## src/rtl/counter_cmd_sequencer.sv

```systemverilog
// Command sequencer driving a 4-bit up/down counter: one load pulse, N run cycles, done.
// Optional 2-entry command FIFO enabled by defining CMD_QUEUE_EN.
module counter_cmd_sequencer #(
    parameter int WIDTH = 4,
    parameter int LEN_W = 8
) (
    input  logic             clk,
    input  logic             reset,
    input  logic             cmd_valid,
    output logic             cmd_ready,
    input  logic [WIDTH-1:0] cmd_value,
    input  logic             cmd_dir,
    input  logic [LEN_W-1:0] cmd_len,
    output logic [WIDTH-1:0] cnt_in,
    output logic             cnt_sel,
    output logic             cnt_mode,
    output logic             busy,
    output logic             done
);

    typedef enum logic [1:0] {IDLE, LOAD, RUN, DONE} state_t;

    localparam logic [LEN_W-1:0] ONE = LEN_W'(1);

    state_t           state;
    logic [LEN_W-1:0] remain;
    logic             accept;
    logic             take;
    logic [WIDTH-1:0] nxt_value;
    logic             nxt_dir;
    logic [LEN_W-1:0] nxt_len;

    assign busy   = (state != IDLE);
    assign accept = cmd_valid && cmd_ready;

`ifdef CMD_QUEUE_EN
    localparam int ENT_W = WIDTH + 1 + LEN_W;

    logic [ENT_W-1:0] fifo [2];
    logic             rd_ptr;
    logic             wr_ptr;
    logic [1:0]       count;
    logic             pop;
    logic             push;

    assign cmd_ready = !reset && (count != 2'd2);
    assign take      = ((state == IDLE) || (state == DONE)) && ((count != 2'd0) || accept);
    assign pop       = take && (count != 2'd0);
    // An empty FIFO lets the incoming command bypass storage straight into LOAD.
    assign push      = accept && !(take && (count == 2'd0));
    assign {nxt_value, nxt_dir, nxt_len} = (count != 2'd0) ? fifo[rd_ptr]
                                         : {cmd_value, cmd_dir, cmd_len};

    always_ff @(posedge clk) begin
        if (reset) begin
            rd_ptr <= 1'b0;
            wr_ptr <= 1'b0;
            count  <= 2'd0;
        end else begin
            if (push) begin
                fifo[wr_ptr] <= {cmd_value, cmd_dir, cmd_len};
                wr_ptr       <= ~wr_ptr;
            end
            if (pop) begin
                rd_ptr <= ~rd_ptr;
            end
            count <= count + {1'b0, push} - {1'b0, pop};
        end
    end
`else
    assign cmd_ready = !reset && (state == IDLE);
    assign take      = (state == IDLE) && accept;
    assign nxt_value = cmd_value;
    assign nxt_dir   = cmd_dir;
    assign nxt_len   = cmd_len;
`endif

    always_ff @(posedge clk) begin
        if (reset) begin
            state    <= IDLE;
            cnt_in   <= '0;
            cnt_sel  <= 1'b0;
            cnt_mode <= 1'b0;
            done     <= 1'b0;
            remain   <= '0;
        end else begin
            cnt_sel <= 1'b0;
            done    <= 1'b0;
            unique case (state)
                IDLE, DONE: begin
                    if (take) begin
                        state    <= LOAD;
                        cnt_sel  <= 1'b1;
                        cnt_in   <= nxt_value;
                        cnt_mode <= nxt_dir;
                        remain   <= nxt_len;
                    end else begin
                        state <= IDLE;
                    end
                end
                LOAD: begin
                    if (remain == '0) begin
                        state <= DONE;
                        done  <= 1'b1;
                    end else begin
                        state <= RUN;
                    end
                end
                RUN: begin
                    remain <= remain - ONE;
                    if (remain == ONE) begin
                        state <= DONE;
                        done  <= 1'b1;
                    end
                end
                default: state <= IDLE;
            endcase
        end
    end

endmodule

```

## config.mk

```make
export PLATFORM = sky130hd
export DESIGN_NAME = counter_cmd_sequencer
export DESIGN_NICKNAME = d
export VERILOG_FILES = /design/src/rtl/counter_cmd_sequencer.sv
export SDC_FILE = /design/constraint.sdc
export NUM_CORES = 1
export LEC_CHECK = 0
export CELL_PAD_IN_SITES_DETAIL_PLACEMENT = 1
export CELL_PAD_IN_SITES_GLOBAL_PLACEMENT = 1
export CORE_UTILIZATION = 38
export DETAILED_ROUTE_END_ITERATION = 6
export HOLD_SLACK_MARGIN = 0.08
export PLACE_DENSITY_LB_ADDON = 0.1
export SYNTH_ARGS = -nofsm -noshare
export SYNTH_HDL_FRONTEND = slang
export SYNTH_SLANG_ARGS = --single-unit
```

## constraint.sdc

```tcl
create_clock -name clk -period 4.9 [get_ports clk]
set_input_delay 0.735 -clock clk [delete_from_list [all_inputs] [get_ports clk]]
set_output_delay 0.735 -clock clk [all_outputs]
set_load 0.05 [all_outputs]
```

==> results.toml, run 1 <==
[status]
status = "complete, no violations"

[routing]
remaining_drc_errors = 0
wire_per_inst_um = 16.0
drt-initial-drc-count = 4
wl_mm = 2.51
vias = 875
firstDrtPassIters = 4
postRouteAntennaNets = 0
via_per_inst = 5.57

[layout]
area_growth_pct = 25.3
diodes = 0
fin_nets = 151
final_common_cell = "clkdlybuf4s50_1"
fillCellCount = 276
drive_above_1_share_pct = 8.53
layout_common_cells = "clkdlybuf4s50_1, dfxtp_1, nor2_1"

[die]
die_h_um = 52.2
rows = 17
ios = 25
start_util_pct = 41.7
core_um2 = 2300
fp.dieW_um = 52.2
dieArea_um2 = 2730

[synth]
synthFlopType = "dfxtp_1"
netlist.area_leader.share_pct = 35.5
ys_seq_area_share_pct = 35.5
synth_edf_count = 0
avgSynthCellArea_um2 = 8.96
async_reset_ff_share_pct = 0
synth_cells = 107
ys_ff_latch = 17
synth.yosys.warnings = 0
syn_nets = 128
synth_top_cell_by_area = "dfxtp_1"
netlist_area_um2 = 958
yosysUniqueCellTypes = 33
synth_area_leaders = "dfxtp_1, ha_1, mux2i_1"

[cts]
cts_hold_buf = 0
clock_latency_ns = 0.29
postCtsSetupBuffers = 0
clockBufferDepth = 2
cts-buffers-inserted = 3
cts_tree = "built"
ctsResizeCount = 0
root_buffer = "clkbuf_4"
h-tree-depth = 1
clk_pin_slew_worst_paths_ns = 0.10
cts.sinks = 17

[flow_run]
cap_violations = 0

[pwr]
power_density_nw_per_um2 = 654
ir_drop_v = 0.000422
p_leak_nw = 0.442

[timing]
worstMarginPinSlew_ns = 0.830
relSlewSlack_pct = 44.1
min_period_ns = 3.36
tns_ns = 0
worst_slack_ns = 1.54
whs_ns = 0.513
fmax_mhz = 298
rsz0062_at_grt = "false"
clock-skew-final_ns = 0.0113
timing.final.max_slew_violations = 0
finalHoldViolations = 0
fin_crit_sh_pct = 68.5
setup_violations = 0

[grt]
grt_pass1_wl_mm = 4.35
grt_pass1_vias = 941
grtUsageTotal_pct = 22.0
grt_max_degree = 19
antenna_found_initial = 0
overflow = 0

[placed_design]
hpwl_mm = 1.84
gp_congestion = 0.769
pre_cts_slack_ns = 1.53
port_buffers = 24

[critical_path]
critPathLaunchType = "input pin"
endpoint_kind = "output port"
cp.required_ns = 4.16
crit_fanout = 18
cp_data_arrival_time_ns = 2.62
critical_path_class = "in2out"

[hold_path]
hp-class = "reg2reg"
-- registers in the layout (all words and copies together) (netlist names) --
register and count:
remain 8, cnt_in 4, state 2, cnt_mode 1, cnt_sel 1, done 1
-- path summary, 6_finish.rpt --
check | from | slack, ns | end | cells past startpoint
worst max-delay path | reset | 1.54 | cmd_ready | 3
worst min-delay path | cnt_in[3] | 0.51 | cnt_in[3] | 2
worst max register to register | state[0] | 2.60 | remain[7] | 6
worst min register to register | cnt_in[3] | 0.51 | cnt_in[3] | 2
-- area by class of cell --
class                      instances  area [µm²]  share of cell area, %
multi-input combinational         75         526                   43.8
sequential                        17         340                   28.3
timing repair buffer              24         240                   20.0
tap                               28        35.0                   2.92
inverter                           9        33.8                   2.81
clock buffer                       4        26.3                   2.19
-- power by group --
part           internal, mW  switching (mW)  leakage [nW]
Clock                0.0316          0.0453        0.0150
Sequential            0.180          0.0343         0.139
Combinational         0.186           0.308         0.289
-- critical path, stage by stage --
cell             delay [ns]
clkdlybuf4s50_1        0.82
nor2_1                 0.24
clkdlybuf4s50_1        0.83
-- per-layer routing --
metal  wire length (µm)  vias to the layer above  share of wire [%]  track usage [%]
met1               1140                      428                 45             26.6
li1                   -                      424                  -                -
met3                 78                        4                3.1             2.61
met4                 31                        0                1.2             9.65
met5                  0                        -                  0                0
met2               1260                       19                 50             38.7
-- per-stage QoR --
step	power, mW	instances	utilization, %	cell area, µm²
after floorplan	0.601	107	-	958
after global placement	0.686	153	51.1	1170
after detailed placement	0.707	153	51.1	1170
after CTS	0.787	157	52.3	1200
after global routing	0.843	157	52.3	1200
final	0.785	157	52.3	1200
-- cell usage after synthesis (2+ instances only) --
master,n
a21oi_1,11
nor2_1,15
inv_1,9
o2bb2ai_1,2
ha_1,5
dfxtp_1,17
nand3_1,2
mux2i_1,6
nor3_1,2
o21ai_0,6
nor4_1,2
buf_6,2
nand2_1,5
a221oi_2,2
and3_1,3
-- cells by family (layout without fill, tap and decap cells) --
logic type	after synthesis	after routing	share of synthesized area, %
AND/OR/NAND/NOR	33	33	18.4
AO/OA/AOI/OAI	30	30	22.5
flip-flops	17	17	35.5
buffers and inverters	15	37	9.66
multiplexers	7	7	7.44
adder cells (fa/ha/maj)	5	5	6.53
No activity file was read; power rests on OpenSTA's default activity.
==> run 2, diff against run 1 <==
--- a/config.mk
+++ b/config.mk
@@ -7,7 +7,7 @@
 export LEC_CHECK = 0
 export CELL_PAD_IN_SITES_DETAIL_PLACEMENT = 1
 export CELL_PAD_IN_SITES_GLOBAL_PLACEMENT = 1
-export CORE_UTILIZATION = 38
+export CORE_UTILIZATION = 31
 export DETAILED_ROUTE_END_ITERATION = 6
 export HOLD_SLACK_MARGIN = 0.08
 export PLACE_DENSITY_LB_ADDON = 0.1
==> constraint.sdc (replaced) <==
create_clock -name clk -period 2.99 [get_ports clk]
set_input_delay 0.4485 -clock clk [delete_from_list [all_inputs] [get_ports clk]]
set_output_delay 0.4485 -clock clk [all_outputs]
set_load 0.05 [all_outputs]
==> results.toml, run 2 (synthesis results as in run 1) <==
[status]
status = "complete, no violations"

[grt]
antenna_found_initial = 0
grtUsageTotal_pct = 16.3
overflow = 0
grt_max_degree = 18
grt_pass1_wl_mm = 4.10
grt_pass1_vias = 857

[timing]
worstMarginPinSlew_ns = 0.756
whs_ns = 0.507
tns_ns = 0
min_period_ns = 2.27
rsz0062_at_grt = "false"
fmax_mhz = 440
finalHoldViolations = 0
timing.final.max_slew_violations = 0
relSlewSlack_pct = 49.1
clock-skew-final_ns = 0.00181
fin_crit_sh_pct = 76.1
setup_violations = 0

[cts]
cts_hold_buf = 0
cts-buffers-inserted = 3
cts.sinks = 17
postCtsSetupBuffers = 0
h-tree-depth = 1
clock_latency_ns = 0.29
cts_tree = "built"
clockBufferDepth = 2
root_buffer = "clkbuf_4"
ctsResizeCount = 0
clk_pin_slew_worst_paths_ns = 0.10

[die]
ios = 25
dieArea_um2 = 3320
rows = 19
die_h_um = 57.6
core_um2 = 2850
fp.dieW_um = 57.6
start_util_pct = 33.6

[routing]
drt-initial-drc-count = 19
via_per_inst = 5.19
vias = 840
wire_per_inst_um = 14.4
postRouteAntennaNets = 0
wl_mm = 2.33
firstDrtPassIters = 4
remaining_drc_errors = 0

[pwr]
p_comb_share_pct = 62.4
finalPower_mw = 1.27
p_seq_share_pct = 27.6
netSwitchingPower_mw = 0.612
power_density_nw_per_um2 = 1040
ir_drop_v = 0.000598
clkPwrFrac_pct = 10.0
p_leak_nw = 0.454
p_int_mw = 0.654
p_sw_share_pct = 48.3

[critical_path]
critPathLaunchType = "flip-flop"
crit_slowest_cell = "clkdlybuf4s50_1"
critical_path.top_delay_family = "buffers and inverters"
endpoint_kind = "output port"
crit_fanout = 3
cp_data_arrival_time_ns = 1.83
cp.required_ns = 2.54
path_buf_inv = 3
max_stage_delay_ns = 0.80
cp_cell_sequence = "inv_1 > ha_1 > inv_1 > clkdlybuf4s50_1"
critical_path_class = "reg2out"
path_common_cell = "inv_1"

[layout]
layout_common_cells = "clkdlybuf4s50_1, dfxtp_1, nor2_1"
final_common_cell = "clkdlybuf4s50_1"
fillCellCount = 341
area_growth_pct = 27.0
largest_register_ffs = 8
multi_input_area_um2 = 526
fin_nets = 153
drive_above_1_share_pct = 10.7
regMostFlops = "remain"
final_area_um2 = 1220
diodes = 0
reg.largest.list = "remain x8, cnt_in x4, state x2"
regArea_um2 = 340

[placed_design]
dpl-instance-area_um2 = 1190
gp_congestion = 0.736
port_buffers = 24
hpwl_mm = 1.73

[hold_path]
hp-class = "reg2reg"

[flow_run]
cap_violations = 0
-- run 2: cell types whose count changed in the layout (fill, tap and decap cells not counted), sizes merged --
cell	before	now
buf	0	3
clkdlybuf4s50	24	23
-- run 2: cell type report --
class,count,area share (%)
clock buffer,4,2.16
inverter,9,2.77
multi-input combinational,75,43.2
sequential,17,28.0
tap,31,3.19
timing repair buffer,26,20.8
-- run 2: per-stage QoR --
| step | utilization (%) | std cells | setup WS, ns |
|---|---|---|---|
| after CTS | 42.7 | 162 | 0.687 |
| after floorplan | - | 107 | 1.07 |
| after global routing | 42.7 | 162 | 0.610 |
| final | 42.7 | 162 | 0.715 |
| after detailed placement | 41.8 | 158 | 0.858 |
| after global placement | 41.8 | 158 | 0.876 |
-- run 2: worst min-delay path: cells and delay by family, from the launching register on --
kind	cells	cell delay [ns]
muxes	1	0.07
and+or+nand+nor	1	0.07
DFF	1	0.34
-- run 2: final timing paths --
kind / cells past startpoint / to / start / slack [ns]
setup / recovery: 4 / busy / state[0] / 0.72
hold reg to reg: 2 / cnt_in[3] / cnt_in[3] / 0.51
hold / removal: 2 / cnt_in[3] / cnt_in[3] / 0.51
setup reg to reg: 7 / remain[7] / state[0] / 0.93
-- run 2: metal layers --
| layer | GRT usage [%] | wire (µm) | vias up |
|---|---|---|---|
| met5 | 0 | 0 | - |
| met4 | 3.14 | 18 | 0 |
| met3 | 4.76 | 93 | 2 |
| met2 | 26.9 | 1160 | 15 |
| met1 | 21.2 | 1060 | 397 |
| li1 | - | - | 426 |
-- run 2: power groups by stage --
stage                     combinational [mW]  sequential, mW  clock [mW]
after floorplan                        0.580           0.405           0
after global placement                 0.789           0.353           0
after detailed placement               0.797           0.356           0
after CTS                              0.803           0.351       0.133
after global routing                   0.878           0.361       0.142
final                                  0.791           0.349       0.127
